--- config.mk ---
export PLATFORM = sky130hd
export DESIGN_NAME = write_arbiter_flat
export DESIGN_NICKNAME = d
export VERILOG_FILES = /design/src/rtl/wb_pkg.sv /design/src/rtl/write_arbiter_if.sv /design/src/rtl/rr_arbiter.sv /design/src/rtl/write_arbiter.sv /design/src/flat_wrapper.sv
export SDC_FILE = /design/constraint.sdc
export NUM_CORES = 1
export LEC_CHECK = 0
export BUFFER_PORTS_ARGS = -buffer_cell sky130_fd_sc_hd__buf_4
export CAP_MARGIN = 20
export CORE_ASPECT_RATIO = 1.25
export CORE_MARGIN = 8
export CORE_UTILIZATION = 59
export DETAILED_ROUTE_END_ITERATION = 10
export GPL_ROUTABILITY_DRIVEN = 0
export PLACE_DENSITY_LB_ADDON = 0.05
export SETUP_SLACK_MARGIN = 0.05
export SYNTH_ARGS = -nofsm -noshare
export SYNTH_HDL_FRONTEND = slang
export SYNTH_SLANG_ARGS = --single-unit
--- constraint.sdc ---
create_clock -name clk -period 5.1 [get_ports clk]
set_input_delay 0 -clock clk [delete_from_list [all_inputs] [get_ports clk]]
set_output_delay 0 -clock clk [all_outputs]
set_load 0.05 [all_outputs]
--- src/rtl/wb_pkg.sv ---
// rtl/wb_pkg.sv - shared writeback selector encodings and helpers
package wb_pkg;

  typedef enum logic [1:0] {
    SEL_NONE = 2'b00,
    SEL_PC   = 2'b01,
    SEL_IREG = 2'b10,
    SEL_FREG = 2'b11
  } wb_sel_e;

  function automatic logic sel_is_reg(input wb_sel_e sel);
    return (sel == SEL_IREG) || (sel == SEL_FREG);
  endfunction

endpackage

--- src/rtl/write_arbiter_if.sv ---
// rtl/write_arbiter_if.sv - writeback source channels and write-port bundle
interface write_arbiter_if #(
  parameter int NCH   = 2,
  parameter int XLEN  = 32,
  parameter int RADDR = 5
);

  logic [NCH-1:0]       in_valid;
  logic [NCH-1:0]       in_ready;
  logic [2*NCH-1:0]     in_sel;
  logic [XLEN*NCH-1:0]  in_data;
  logic [RADDR*NCH-1:0] in_rd;
  logic                 wr_ready;
  logic [NCH-1:0]       done;
  logic                 pcenable;
  logic [XLEN-1:0]      next_pc;
  logic                 wenable;
  logic                 fmode;
  logic [RADDR-1:0]     wreg;
  logic [XLEN-1:0]      wdata;

  modport master (
    output in_valid, in_sel, in_data, in_rd, wr_ready,
    input  in_ready, done, pcenable, next_pc, wenable, fmode, wreg, wdata
  );

  modport slave (
    input  in_valid, in_sel, in_data, in_rd, wr_ready,
    output in_ready, done, pcenable, next_pc, wenable, fmode, wreg, wdata
  );

endinterface

--- src/rtl/rr_arbiter.sv ---
// rtl/rr_arbiter.sv - round-robin grant, pointer moves past the winner on advance
module rr_arbiter #(
  parameter int N = 2
) (
  input  logic         clk,
  input  logic         rstn,
  input  logic [N-1:0] req,
  output logic [N-1:0] grant,
  input  logic         advance
);

  localparam int            PW = (N > 1) ? $clog2(N) : 1;
  localparam logic [PW:0]   NW = (PW+1)'(N);
  localparam logic [PW:0]   ONE = (PW+1)'(1);

  logic [PW-1:0] ptr_q, ptr_d;
  logic [PW:0]   idx, nxt;
  logic          found;

  // Scan from the pointer with wrap; the first requester wins.
  always_comb begin
    grant = '0;
    found = 1'b0;
    ptr_d = ptr_q;
    idx   = '0;
    nxt   = '0;
    for (int k = 0; k < N; k++) begin
      idx = {1'b0, ptr_q} + (PW+1)'(k);
      if (idx >= NW) idx = idx - NW;
      if (!found && req[idx[PW-1:0]]) begin
        found = 1'b1;
        grant[idx[PW-1:0]] = 1'b1;
        nxt = idx + ONE;
        if (nxt >= NW) nxt = '0;
        if (advance) ptr_d = nxt[PW-1:0];
      end
    end
  end

  always_ff @(posedge clk or negedge rstn) begin
    if (!rstn) ptr_q <= '0;
    else       ptr_q <= ptr_d;
  end

endmodule

--- src/rtl/write_arbiter.sv ---
// rtl/write_arbiter.sv - per-channel holding slots feeding one PC port and one register write port
module write_arbiter
  import wb_pkg::*;
#(
  parameter int NCH   = 2,
  parameter int XLEN  = 32,
  parameter int RADDR = 5
) (
  input  logic          clk,
  input  logic          rstn,
  write_arbiter_if.slave bus
);

  logic [NCH-1:0]   full_q, full_d;
  wb_sel_e          sel_q  [NCH];
  wb_sel_e          sel_d  [NCH];
  logic [RADDR-1:0] rd_q   [NCH];
  logic [RADDR-1:0] rd_d   [NCH];
  logic [XLEN-1:0]  data_q [NCH];
  logic [XLEN-1:0]  data_d [NCH];

  logic [NCH-1:0]   done_q, done_d;
  logic             pcen_q, pcen_d;
  logic [XLEN-1:0]  next_pc_q, next_pc_d;
  logic             wen_q, wen_d;
  logic             fmode_q, fmode_d;
  logic [RADDR-1:0] wreg_q, wreg_d;
  logic [XLEN-1:0]  wdata_q, wdata_d;

  logic [NCH-1:0]   none_slot, pc_req, reg_req, pc_grant, reg_grant;
  logic [NCH-1:0]   retire, ready, accept;
  logic             pc_found;

  // Writes to x0 are architecturally void, so they retire like sel=none.
  always_comb begin
    none_slot = '0;
    pc_req    = '0;
    reg_req   = '0;
    for (int i = 0; i < NCH; i++) begin
      none_slot[i] = full_q[i] && ((sel_q[i] == SEL_NONE) ||
                                   ((sel_q[i] == SEL_IREG) && (rd_q[i] == '0)));
      pc_req[i]    = full_q[i] && (sel_q[i] == SEL_PC);
      reg_req[i]   = full_q[i] && bus.wr_ready && sel_is_reg(sel_q[i]) && !none_slot[i];
    end
  end

  always_comb begin
    pc_grant = '0;
    pc_found = 1'b0;
    for (int i = 0; i < NCH; i++) begin
      if (pc_req[i] && !pc_found) begin
        pc_grant[i] = 1'b1;
        pc_found    = 1'b1;
      end
    end
  end

  rr_arbiter #(.N(NCH)) u_rr (
    .clk     (clk),
    .rstn    (rstn),
    .req     (reg_req),
    .grant   (reg_grant),
    .advance (bus.wr_ready)
  );

  assign retire = none_slot | pc_grant | reg_grant;
  assign ready  = ~full_q | retire;
  assign accept = bus.in_valid & ready;

  always_comb begin
    full_d    = full_q;
    sel_d     = sel_q;
    rd_d      = rd_q;
    data_d    = data_q;
    next_pc_d = next_pc_q;
    wreg_d    = wreg_q;
    wdata_d   = wdata_q;
    fmode_d   = fmode_q;
    done_d    = retire;
    pcen_d    = |pc_grant;
    wen_d     = |reg_grant;
    for (int i = 0; i < NCH; i++) begin
      if (pc_grant[i]) next_pc_d = data_q[i];
      if (reg_grant[i]) begin
        wreg_d  = rd_q[i];
        wdata_d = data_q[i];
        fmode_d = sel_q[i][0];
      end
      // A retiring slot may refill on the same edge.
      if (accept[i]) begin
        full_d[i] = 1'b1;
        sel_d[i]  = wb_sel_e'(bus.in_sel[2*i +: 2]);
        rd_d[i]   = bus.in_rd[RADDR*i +: RADDR];
        data_d[i] = bus.in_data[XLEN*i +: XLEN];
      end else if (retire[i]) begin
        full_d[i] = 1'b0;
      end
    end
  end

  always_ff @(posedge clk or negedge rstn) begin
    if (!rstn) begin
      full_q    <= '0;
      done_q    <= '0;
      pcen_q    <= 1'b0;
      next_pc_q <= '0;
      wen_q     <= 1'b0;
      fmode_q   <= 1'b0;
      wreg_q    <= '0;
      wdata_q   <= '0;
      for (int i = 0; i < NCH; i++) begin
        sel_q[i]  <= SEL_NONE;
        rd_q[i]   <= '0;
        data_q[i] <= '0;
      end
    end else begin
      full_q    <= full_d;
      sel_q     <= sel_d;
      rd_q      <= rd_d;
      data_q    <= data_d;
      done_q    <= done_d;
      pcen_q    <= pcen_d;
      next_pc_q <= next_pc_d;
      wen_q     <= wen_d;
      fmode_q   <= fmode_d;
      wreg_q    <= wreg_d;
      wdata_q   <= wdata_d;
    end
  end

  assign bus.in_ready = ready;
  assign bus.done     = done_q;
  assign bus.pcenable = pcen_q;
  assign bus.next_pc  = next_pc_q;
  assign bus.wenable  = wen_q;
  assign bus.fmode    = fmode_q;
  assign bus.wreg     = wreg_q;
  assign bus.wdata    = wdata_q;

endmodule

--- src/flat_wrapper.sv ---
// flat-port wrapper written by rule: the top's interface ports become plain ports
module write_arbiter_flat import wb_pkg::*;
#(
  parameter int NCH   = 2,
  parameter int XLEN  = 32,
  parameter int RADDR = 5
)
  (clk, rstn, bus_in_valid, bus_in_sel, bus_in_data, bus_in_rd, bus_wr_ready, bus_in_ready, bus_done, bus_pcenable, bus_next_pc, bus_wenable, bus_fmode, bus_wreg, bus_wdata);
  write_arbiter_if #(.NCH(NCH), .XLEN(XLEN), .RADDR(RADDR)) bus_i ();
  input  logic clk;
  input  logic rstn;
  input wire logic [$bits(bus_i.in_valid)-1:0] bus_in_valid;
  input wire logic [$bits(bus_i.in_sel)-1:0] bus_in_sel;
  input wire logic [$bits(bus_i.in_data)-1:0] bus_in_data;
  input wire logic [$bits(bus_i.in_rd)-1:0] bus_in_rd;
  input wire logic [$bits(bus_i.wr_ready)-1:0] bus_wr_ready;
  output wire logic [$bits(bus_i.in_ready)-1:0] bus_in_ready;
  output wire logic [$bits(bus_i.done)-1:0] bus_done;
  output wire logic [$bits(bus_i.pcenable)-1:0] bus_pcenable;
  output wire logic [$bits(bus_i.next_pc)-1:0] bus_next_pc;
  output wire logic [$bits(bus_i.wenable)-1:0] bus_wenable;
  output wire logic [$bits(bus_i.fmode)-1:0] bus_fmode;
  output wire logic [$bits(bus_i.wreg)-1:0] bus_wreg;
  output wire logic [$bits(bus_i.wdata)-1:0] bus_wdata;
  assign bus_i.in_valid = bus_in_valid;
  assign bus_i.in_sel = bus_in_sel;
  assign bus_i.in_data = bus_in_data;
  assign bus_i.in_rd = bus_in_rd;
  assign bus_i.wr_ready = bus_wr_ready;
  assign bus_in_ready = bus_i.in_ready;
  assign bus_done = bus_i.done;
  assign bus_pcenable = bus_i.pcenable;
  assign bus_next_pc = bus_i.next_pc;
  assign bus_wenable = bus_i.wenable;
  assign bus_fmode = bus_i.fmode;
  assign bus_wreg = bus_i.wreg;
  assign bus_wdata = bus_i.wdata;
  write_arbiter #(.NCH(NCH), .XLEN(XLEN), .RADDR(RADDR)) u_core (.clk(clk), .rstn(rstn), .bus(bus_i));
endmodule
==> results_tabular.tex, run 1 <==
\begin{tabular}{lr}
\hline
Metric & Value \\
\hline
\multicolumn{2}{l}{\textbf{Placement}} \\
PortBufs & 158 \\
Detailed placement HPWL & 12500 microns \\
\multicolumn{2}{l}{\textbf{Timing}} \\
Largest clock skew in the final design & 0.00563 ns \\
Upper clock frequency limit & about 290 MHz \\
Relative slew margins & 29.7\% \\
Portion of the clock cycle consumed by the worst path in the final layout & 67.8\% \\
Endpoints failing hold & 0 \\
Measured slew at the worst slew-check pin & about 1.1 ns \\
Sum Neg Setup Slack & 0 ns \\
Pins over their slew limit & 0 \\
Unrepaired setup endpoints after global routing & no \\
Min Clock Period, post-route & 3.46 ns \\
\# setup viols final & 0 \\
\multicolumn{2}{l}{\textbf{Detailed routing}} \\
Average wire length per cell after detail routing & 20.6 microns \\
Post-route antenna net violation count & 0 \\
Via count normalized by instance count & 6.02 \\
Vias & 6280 \\
Detailed Route Iter0 Violations & between 400 and 500 \\
Total Wirelength & 21500 microns \\
DR pass1 iterations & 5 \\
Final routed DRC violation total & 0 \\
\multicolumn{2}{l}{\textbf{Logic synthesis}} \\
Primary FF master, synth & sky130\_fd\_sc\_hd\_\_dfrtp\_1 \\
Fraction of synthesized cell area taken by the top area cell type & 50.8\% \\
Cell taking the most area after synthesis & sky130\_fd\_sc\_hd\_\_dfrtp\_1 \\
Sequential fraction of the synthesis area & 50.8\% \\
Yosys warns & 0 \\
Count of state elements after synthesis & 155 \\
Post-synthesis instance area & 7630 sq um \\
Async set-reset flop share out of synthesis & 100\% \\
Mean Syn Cell Area & 11.6 sq um \\
Dominant cells by area after synthesis & sky130\_fd\_sc\_hd\_\_dfrtp\_1 51\%, sky130\_fd\_sc\_hd\_\_o211ai\_2 6.6\%, sky130\_fd\_sc\_hd\_\_o221a\_2 5.5\%, sky130\_fd\_sc\_hd\_\_o2111ai\_1 4.5\%, sky130\_fd\_sc\_hd\_\_mux2\_2 4.3\% \\
Synthesized net count & 745 \\
Distinct cells, synth & 45 \\
Gate Count Post-Synth & 660 \\
EDFF count, synth & 0 \\
\multicolumn{2}{l}{\textbf{Global route}} \\
Total congestion overflow & 0 \\
Initial antenna violation count & 0 \\
Number of global-route vias before repair & between 6000 and 7000 \\
Wire length of the first global-routing pass & 35100 microns \\
Largest net degree at the start of global routing & 103 \\
All-Layer GR Usage & between 20\% and 30\% \\
\multicolumn{2}{l}{\textbf{Finish}} \\
Fin util & 81.0\% \\
Layout Area Growth over Synthesis & 34.3\% \\
Fraction of layout cells with a size suffix above 1 & 36.3\% \\
Post-layout net count & 948 \\
Fillers & 744 \\
Antenna diode count & 0 \\
\multicolumn{2}{l}{\textbf{CTS}} \\
Clock root buffer & sky130\_fd\_sc\_hd\_\_clkbuf\_16 \\
Cts hold-fix bufs & 80 \\
Inserted Clock Buffers & 17 \\
Worst-path clk slew & 0.06 ns \\
Buffer depth of the longest clock path & 2 \\
TritonCTS clock tree & yes \\
Clk Latency, worst-skew pair & 0.43 ns \\
Post-CTS repair timing setup buffer count & 0 \\
Count of H-tree levels built during CTS & 4 \\
Clock Sinks & 155 \\
CTS resizes & 0 \\
\multicolumn{2}{l}{\textbf{Power and ir drop}} \\
Power density over the cells & 663 nW/um\^{}2 \\
VDD IR-drop max & 541 uV \\
Static leakage power & 4.58 nW \\
\multicolumn{2}{l}{\textbf{Min path}} \\
Classification of the worst-slack hold path & in -> reg \\
\multicolumn{2}{l}{\textbf{Critical path}} \\
Required time worst endpoint & 5.10 ns \\
CP max FO & 41 \\
Worst setup path class & reg -> out \\
Type of element capturing the critical path & primary output \\
Critical path launch point type & flop \\
Crit path arrival time & 3.46 ns \\
\multicolumn{2}{l}{\textbf{Die}} \\
Starting utilization of the core area & 60.3\% \\
FP Rows & 46 \\
Ports placed on the boundary & around 160 \\
Die footprint & roughly 17000 sq um \\
Y dimension of the die & 143 microns \\
Horizontal die dimension & 118 microns \\
Core area & 12700 sq um \\
\multicolumn{2}{l}{\textbf{Flow run}} \\
Number of max-cap violations & 0 \\
\multicolumn{2}{l}{\textbf{Run status}} \\
Outcome & completed \\
\hline
\end{tabular}
-- through the flow --
| stage | cell area (sq um) | setup WS (ns) | power [W] | std cells | hold slack [ns] |
|---|---|---|---|---|---|
| after global routing | 10300 | 1.45 | 0.00713 | 1044 | 0.196 |
| final | 10300 | 1.64 | 0.00680 | 1044 | 0.146 |
| after floorplan | 7630 | 3.06 | 0.00448 | 660 | -0.296 |
| after detailed placement | 8810 | 1.72 | 0.00542 | 931 | 0.169 |
| after CTS | 10200 | 1.22 | 0.00680 | 1043 | 0.127 |
| after global placement | 8810 | 1.79 | 0.00532 | 931 | 0.167 |
-- area by class of cell --
| type | count | area (sq um) | area share (%) |
|---|---|---|---|
| sequential | 155 | 3880 | 37.8 |
| inverter | 3 | 11.3 | 0.110 |
| clock buffer | 19 | 443 | 4.32 |
| tap | 168 | 210 | 2.05 |
| timing repair buffer | 248 | 2090 | 20.3 |
| multi-input combinational | 438 | 3460 | 33.7 |
| clock inverter | 13 | 168 | 1.64 |
-- synth_stat cells (3+ instances only) --
cell type,instances
sky130_fd_sc_hd__or3_1,37
sky130_fd_sc_hd__inv_1,3
sky130_fd_sc_hd__mux2_2,29
sky130_fd_sc_hd__and2_1,32
sky130_fd_sc_hd__nand2_1,78
sky130_fd_sc_hd__o21ai_0,32
sky130_fd_sc_hd__o211ai_2,40
sky130_fd_sc_hd__dfrtp_1,155
sky130_fd_sc_hd__o221a_2,37
sky130_fd_sc_hd__clkbuf_1,42
sky130_fd_sc_hd__mux2i_1,32
sky130_fd_sc_hd__o2111ai_1,39
sky130_fd_sc_hd__buf_2,13
sky130_fd_sc_hd__nand2b_1,40
sky130_fd_sc_hd__buf_6,7
sky130_fd_sc_hd__mux2_1,10
-- layer usage --
| metal | track usage, % | vias to the layer above | wire (microns) |
|---|---|---|---|
| met5 | 0 | - | 0 |
| met4 | 10.1 | 0 | 548 |
| met3 | 6.91 | 48 | 1290 |
| met2 | 43.6 | 226 | 11000 |
| met1 | 31.2 | 3151 | 8660 |
| li1 | - | 2855 | - |
-- critical path, cell delays in order (launching register included) --
cell	delay [ns]
sky130_fd_sc_hd__dfrtp_1	0.42
sky130_fd_sc_hd__and3b_2	0.65
sky130_fd_sc_hd__a21o_2	0.74
sky130_fd_sc_hd__o2111a_2	0.31
sky130_fd_sc_hd__buf_4	0.57
sky130_fd_sc_hd__inv_1	0.11
sky130_fd_sc_hd__buf_4	0.22
-- power breakdown --
group,switching [W],internal (W),total [W]
registers,0.000445,0.00176,0.00220
clock network,0.000518,0.000785,0.00130
logic,0.00207,0.00122,0.00329
total,0.00303,0.00376,0.00680
-- registers in the layout, summed over array words and instances, names as in the netlist, named ones only --
name                 count
u_core.data_q           64
u_core.bus.pcenable      1
u_core.bus.next_pc      32
u_core.bus.wdata        32
u_core.bus.wreg          5
u_core.rd_q             10
u_core.full_q            2
u_core.sel_q             4
u_core.bus.fmode         1
u_core.bus.done          2
u_core.bus.wenable       1
-- placed cells by master, fill, tap and decap left out, types with 2 or more instances in the layout --
cell and n:
sky130_fd_sc_hd__buf_4 166, sky130_fd_sc_hd__dfrtp_1 155, sky130_fd_sc_hd__dlygate4sd3_1 80, sky130_fd_sc_hd__nand2_1 78, sky130_fd_sc_hd__o211ai_2 40, sky130_fd_sc_hd__nand2b_1 40, sky130_fd_sc_hd__o2111ai_1 39, sky130_fd_sc_hd__or3_1 37
sky130_fd_sc_hd__o221a_2 37, sky130_fd_sc_hd__mux2i_1 32, sky130_fd_sc_hd__o21ai_0 32, sky130_fd_sc_hd__and2_1 32, sky130_fd_sc_hd__mux2_2 29, sky130_fd_sc_hd__clkbuf_16 17, sky130_fd_sc_hd__mux2_1 10, sky130_fd_sc_hd__clkinvlp_4 5
sky130_fd_sc_hd__inv_1 3, sky130_fd_sc_hd__bufinv_16 3, sky130_fd_sc_hd__nor2_1 2, sky130_fd_sc_hd__or2_2 2, sky130_fd_sc_hd__ha_1 2, sky130_fd_sc_hd__inv_6 2, sky130_fd_sc_hd__clkinv_4 2
-- cell families after synthesis --
family	Yosys count	share of synthesized area, %
flops	155	50.8
compound gates	161	20.2
simple gates	204	14.4
buf+inv	67	4.29
mux	71	9.95
fa+ha+maj	2	0.328
-- final timing paths --
check,start,end,slack [ns],cells after the start
setup / recovery,u_core.sel_q[3],bus_in_ready[1],1.64,6
hold / removal,bus_wr_ready,flop,0.15,4
setup reg to reg,u_core.sel_q[3],u_core.data_q[28],2.08,5
hold reg to reg,u_core.data_q[52],u_core.bus.next_pc[20],0.51,2
max in group asynchronous,rstn,u_core.data_q[39],3.64,3
min in group asynchronous,rstn,u_core.data_q[60],0.25,2
Note: power is estimated with default switching activity, not from simulation.
==> run 2, diff against run 1 <==
--- a/config.mk
+++ b/config.mk
@@ -9,7 +9,7 @@
 export CAP_MARGIN = 20
 export CORE_ASPECT_RATIO = 1.25
 export CORE_MARGIN = 8
-export CORE_UTILIZATION = 59
+export CORE_UTILIZATION = 55
 export DETAILED_ROUTE_END_ITERATION = 10
 export GPL_ROUTABILITY_DRIVEN = 0
 export PLACE_DENSITY_LB_ADDON = 0.05
==> constraint.sdc (replaced) <==
create_clock -name clk -period 3.2 [get_ports clk]
set_input_delay 0 -clock clk [delete_from_list [all_inputs] [get_ports clk]]
set_output_delay 0 -clock clk [all_outputs]
set_load 0.05 [all_outputs]
==> results_tabular.tex, run 2 (synthesis gave the netlist of run 1 again) <==
\begin{tabular}{lr}
\hline
Metric & Value \\
\hline
\multicolumn{2}{l}{\textbf{Timing}} \\
Relative slew margins & 34.2\% (was 29.7\%) \\
Portion of the clock cycle consumed by the worst path in the final layout & 85.8\% \\
Min Clock Period, post-route & roughly 2.7 ns \\
Endpoints failing hold & 0 (unchanged) \\
\# setup viols final & 0 (unchanged) \\
Pins over their slew limit & 0 (unchanged) \\
Unrepaired setup endpoints after global routing & no (unchanged) \\
Sum Neg Setup Slack & 0 ns (unchanged) \\
Upper clock frequency limit & 364 MHz \\
Measured slew at the worst slew-check pin & 0.987 ns (was 1.05 ns) \\
Smallest setup slack after layout & 0.455 ns (was 1.64 ns) \\
Largest clock skew in the final design & 0.00802 ns (was 0.00563 ns) \\
\multicolumn{2}{l}{\textbf{Die}} \\
Horizontal die dimension & 121 microns (was 118 microns) \\
Y dimension of the die & 148 microns (was 143 microns) \\
Core area & 13700 sq um (was 12700 sq um) \\
Die footprint & 17900 sq um (was 16900 sq um) \\
FP Rows & 48 (was 46) \\
Starting utilization of the core area & 55.7\% (was 60.3\%) \\
Ports placed on the boundary & 159 (unchanged) \\
\multicolumn{2}{l}{\textbf{Finish}} \\
Reg with most FFs & u\_core.data\_q (unchanged) \\
Fraction of layout cells with a size suffix above 1 & 36.5\% (was 36.3\%) \\
Highest-count cells in the layout ignoring fill and taps & 172 x sky130\_fd\_sc\_hd\_\_buf\_4, 155 x sky130\_fd\_sc\_hd\_\_dfrtp\_1, 80 x sky130\_fd\_sc\_hd\_\_dlygate4sd3\_1 (was 166 x sky130\_fd\_sc\_hd\_\_buf\_4, 155 x sky130\_fd\_sc\_hd\_\_dfrtp\_1, 80 x sky130\_fd\_sc\_hd\_\_dlygate4sd3\_1) \\
Layout Area Growth over Synthesis & 35.1\% (was 34.3\%) \\
Fillers & 920 (was 744) \\
Post-layout net count & 956 (was 948) \\
Max FFs per register & 64 (unchanged) \\
Leading cell type in the layout, fill and taps excluded & sky130\_fd\_sc\_hd\_\_buf\_4 (unchanged) \\
\multicolumn{2}{l}{\textbf{Power and ir drop}} \\
Fraction of power consumed by combinational cells & 49.4\% (was 48.4\%) \\
VDD IR-drop max & 610 uV (was 541 uV) \\
Part of the total power dissipated in sequential elements & 32.1\% (was 32.4\%) \\
Clock group share of total power & 18.5\% (was 19.2\%) \\
Power density over the cells & 1050 nW/um\^{}2 (was 663 nW/um\^{}2) \\
Internal power summed over all cells & 0.00603 W (was 0.00376 W) \\
Static leakage power & 4.63 nW (was 4.58 nW) \\
Fraction of power spent switching nets & 44.1\% (was 44.6\%) \\
Net switching power & 0.00476 W (was 0.00303 W) \\
\multicolumn{2}{l}{\textbf{Min path}} \\
Classification of the worst-slack hold path & in -> reg (unchanged) \\
Hold path depth & 4 (unchanged) \\
\multicolumn{2}{l}{\textbf{Placement}} \\
Detailed placement HPWL & 13000 microns (was 12500 microns) \\
PortBufs & 158 (unchanged) \\
Pre-CTS setup slack & 0.575 ns (was 1.72 ns) \\
\multicolumn{2}{l}{\textbf{Critical path}} \\
Number of cells traversed by the worst register-to-register path & 5 (unchanged) \\
Required time worst endpoint & 3.20 ns (was 5.10 ns) \\
Critical path launch point type & flop (unchanged) \\
Type of element capturing the critical path & primary output (unchanged) \\
Cell with the biggest individual delay on the critical path & sky130\_fd\_sc\_hd\_\_nor4\_2 (was sky130\_fd\_sc\_hd\_\_a21o\_2) \\
Worst setup path class & reg -> out (unchanged) \\
CP max FO & 41 (unchanged) \\
Most frequent cell on the critical path & sky130\_fd\_sc\_hd\_\_buf\_4 (unchanged) \\
Ordered list of cells on the worst path & nor4\_2, a21oi\_1, nand3\_2, buf\_4, nand2\_1, buf\_4 (was and3b\_2, a21o\_2, o2111a\_2, buf\_4, inv\_1, buf\_4) \\
Crit path arrival time & 2.75 ns (was 3.46 ns) \\
Delay of the slowest cell on the worst path & 0.63 ns (was 0.74 ns) \\
\multicolumn{2}{l}{\textbf{CTS}} \\
Buffer depth of the longest clock path & 2 (unchanged) \\
TritonCTS clock tree & yes (unchanged) \\
Clk Latency, worst-skew pair & 0.42 ns (was 0.43 ns) \\
CTS resizes & 0 (unchanged) \\
Worst-path clk slew & 0.06 ns (about the same) \\
Clock Sinks & 155 (unchanged) \\
Clock root buffer & sky130\_fd\_sc\_hd\_\_clkbuf\_16 (unchanged) \\
Inserted Clock Buffers & 17 (unchanged) \\
Count of H-tree levels built during CTS & 4 (unchanged) \\
\multicolumn{2}{l}{\textbf{Global route}} \\
Total congestion overflow & 0 (unchanged) \\
All-Layer GR Usage & 24.3\% (was 25.9\%) \\
Initial antenna violation count & 1 (was 0) \\
Largest net degree at the start of global routing & 107 (was 103) \\
Wire length of the first global-routing pass & 34900 microns (was 35100 microns) \\
Number of global-route vias before repair & 6631 (was 6706) \\
\multicolumn{2}{l}{\textbf{Detailed routing}} \\
DR pass1 iterations & 5 (unchanged) \\
Final routed DRC violation total & 0 (unchanged) \\
Via count normalized by instance count & 5.90 (was 6.02) \\
Post-route antenna net violation count & 0 (unchanged) \\
Vias & 6249 (was 6280) \\
Detailed Route Iter0 Violations & 396 (was 424) \\
Average wire length per cell after detail routing & 20.3 microns (was 20.6 microns) \\
Total Wirelength & 21500 microns (about the same) \\
\multicolumn{2}{l}{\textbf{Run status}} \\
Outcome & completed (unchanged) \\
\multicolumn{2}{l}{\textbf{Flow run}} \\
Number of max-cap violations & 0 (unchanged) \\
\hline
\end{tabular}
## run 2: layout make-up
| type | count | area, sq um | share of cell area (%) |
|---|---|---|---|
| diodes | 1 | 2.50 | 0.0243 |
| clock buffers | 25 | 495 | 4.80 |
| clock inverters | 7 | 87.6 | 0.849 |
| inverters | 3 | 11.3 | 0.109 |
| multi-input cells | 438 | 3460 | 33.5 |
| flip-flops and latches | 155 | 3880 | 37.6 |
| well taps | 175 | 219 | 2.12 |
| repair buffers | 256 | 2160 | 21.0 |
## run 2: routing by layer
| metal | vias to the layer above | GRT usage (%) | share of wire [%] |
|---|---|---|---|
| li1 | 2861 | - | - |
| met1 | 3166 | 30.8 | 42 |
| met2 | 194 | 39.7 | 51 |
| met3 | 28 | 4.92 | 5.7 |
| met4 | 0 | 9.77 | 1.9 |
| met5 | - | 0 | 0 |
## run 2: worst max-delay path: cells and delay by family (launching register included)
kind,cells,cell delay [ns]
AO/OA/AOI/OAI,1,0.33
AND/OR/NAND/NOR,3,0.89
flip-flops,1,0.41
buffers and inverters,2,0.69
## run 2: path summary, 6_finish.rpt
kind                                          endpoint  slack (ns)              start
worst max-delay path                   bus_in_ready[0]        0.45     u_core.rd_q[6]
worst min-delay path                              flop        0.16       bus_wr_ready
worst max register to register       u_core.data_q[59]        0.57     u_core.rd_q[6]
worst min register to register  u_core.bus.next_pc[10]        0.51  u_core.data_q[42]
max in group asynchronous            u_core.data_q[18]        2.10               rstn
min in group asynchronous        u_core.bus.next_pc[1]        0.28               rstn
## run 2: repair_timing
| action | in CTS | in global routing |
|---|---|---|
| hold buffers | 80 | 0 |
| hold endpoints to repair | 184 | 0 |
| buffers inserted | 0 | 0 |
## run 2: power groups by stage
stage,registers (W),clock network [W],logic (W)
after floorplan,0.00487,0,0.00228
after global placement,0.00345,0,0.00516
after detailed placement,0.00348,0,0.00529
after CTS,0.00346,0.00202,0.00538
after global routing,0.00357,0.00210,0.00564
final,0.00347,0.00199,0.00533
## run 2: per-stage QoR
stage / total power (W) / instances / hold WS [ns] / instance area (sq um) / util (%)
after floorplan: 0.00715 / 660 / -0.296 / 7630 / -
after detailed placement: 0.00877 / 947 / 0.196 / 8930 / 65.2
after CTS: 0.0109 / 1059 / 0.137 / 10300 / 75.3
final: 0.0108 / 1060 / 0.158 / 10300 / 75.3
after global routing: 0.0113 / 1060 / 0.195 / 10300 / 75.3
after global placement: 0.00861 / 947 / 0.190 / 8930 / 65.2
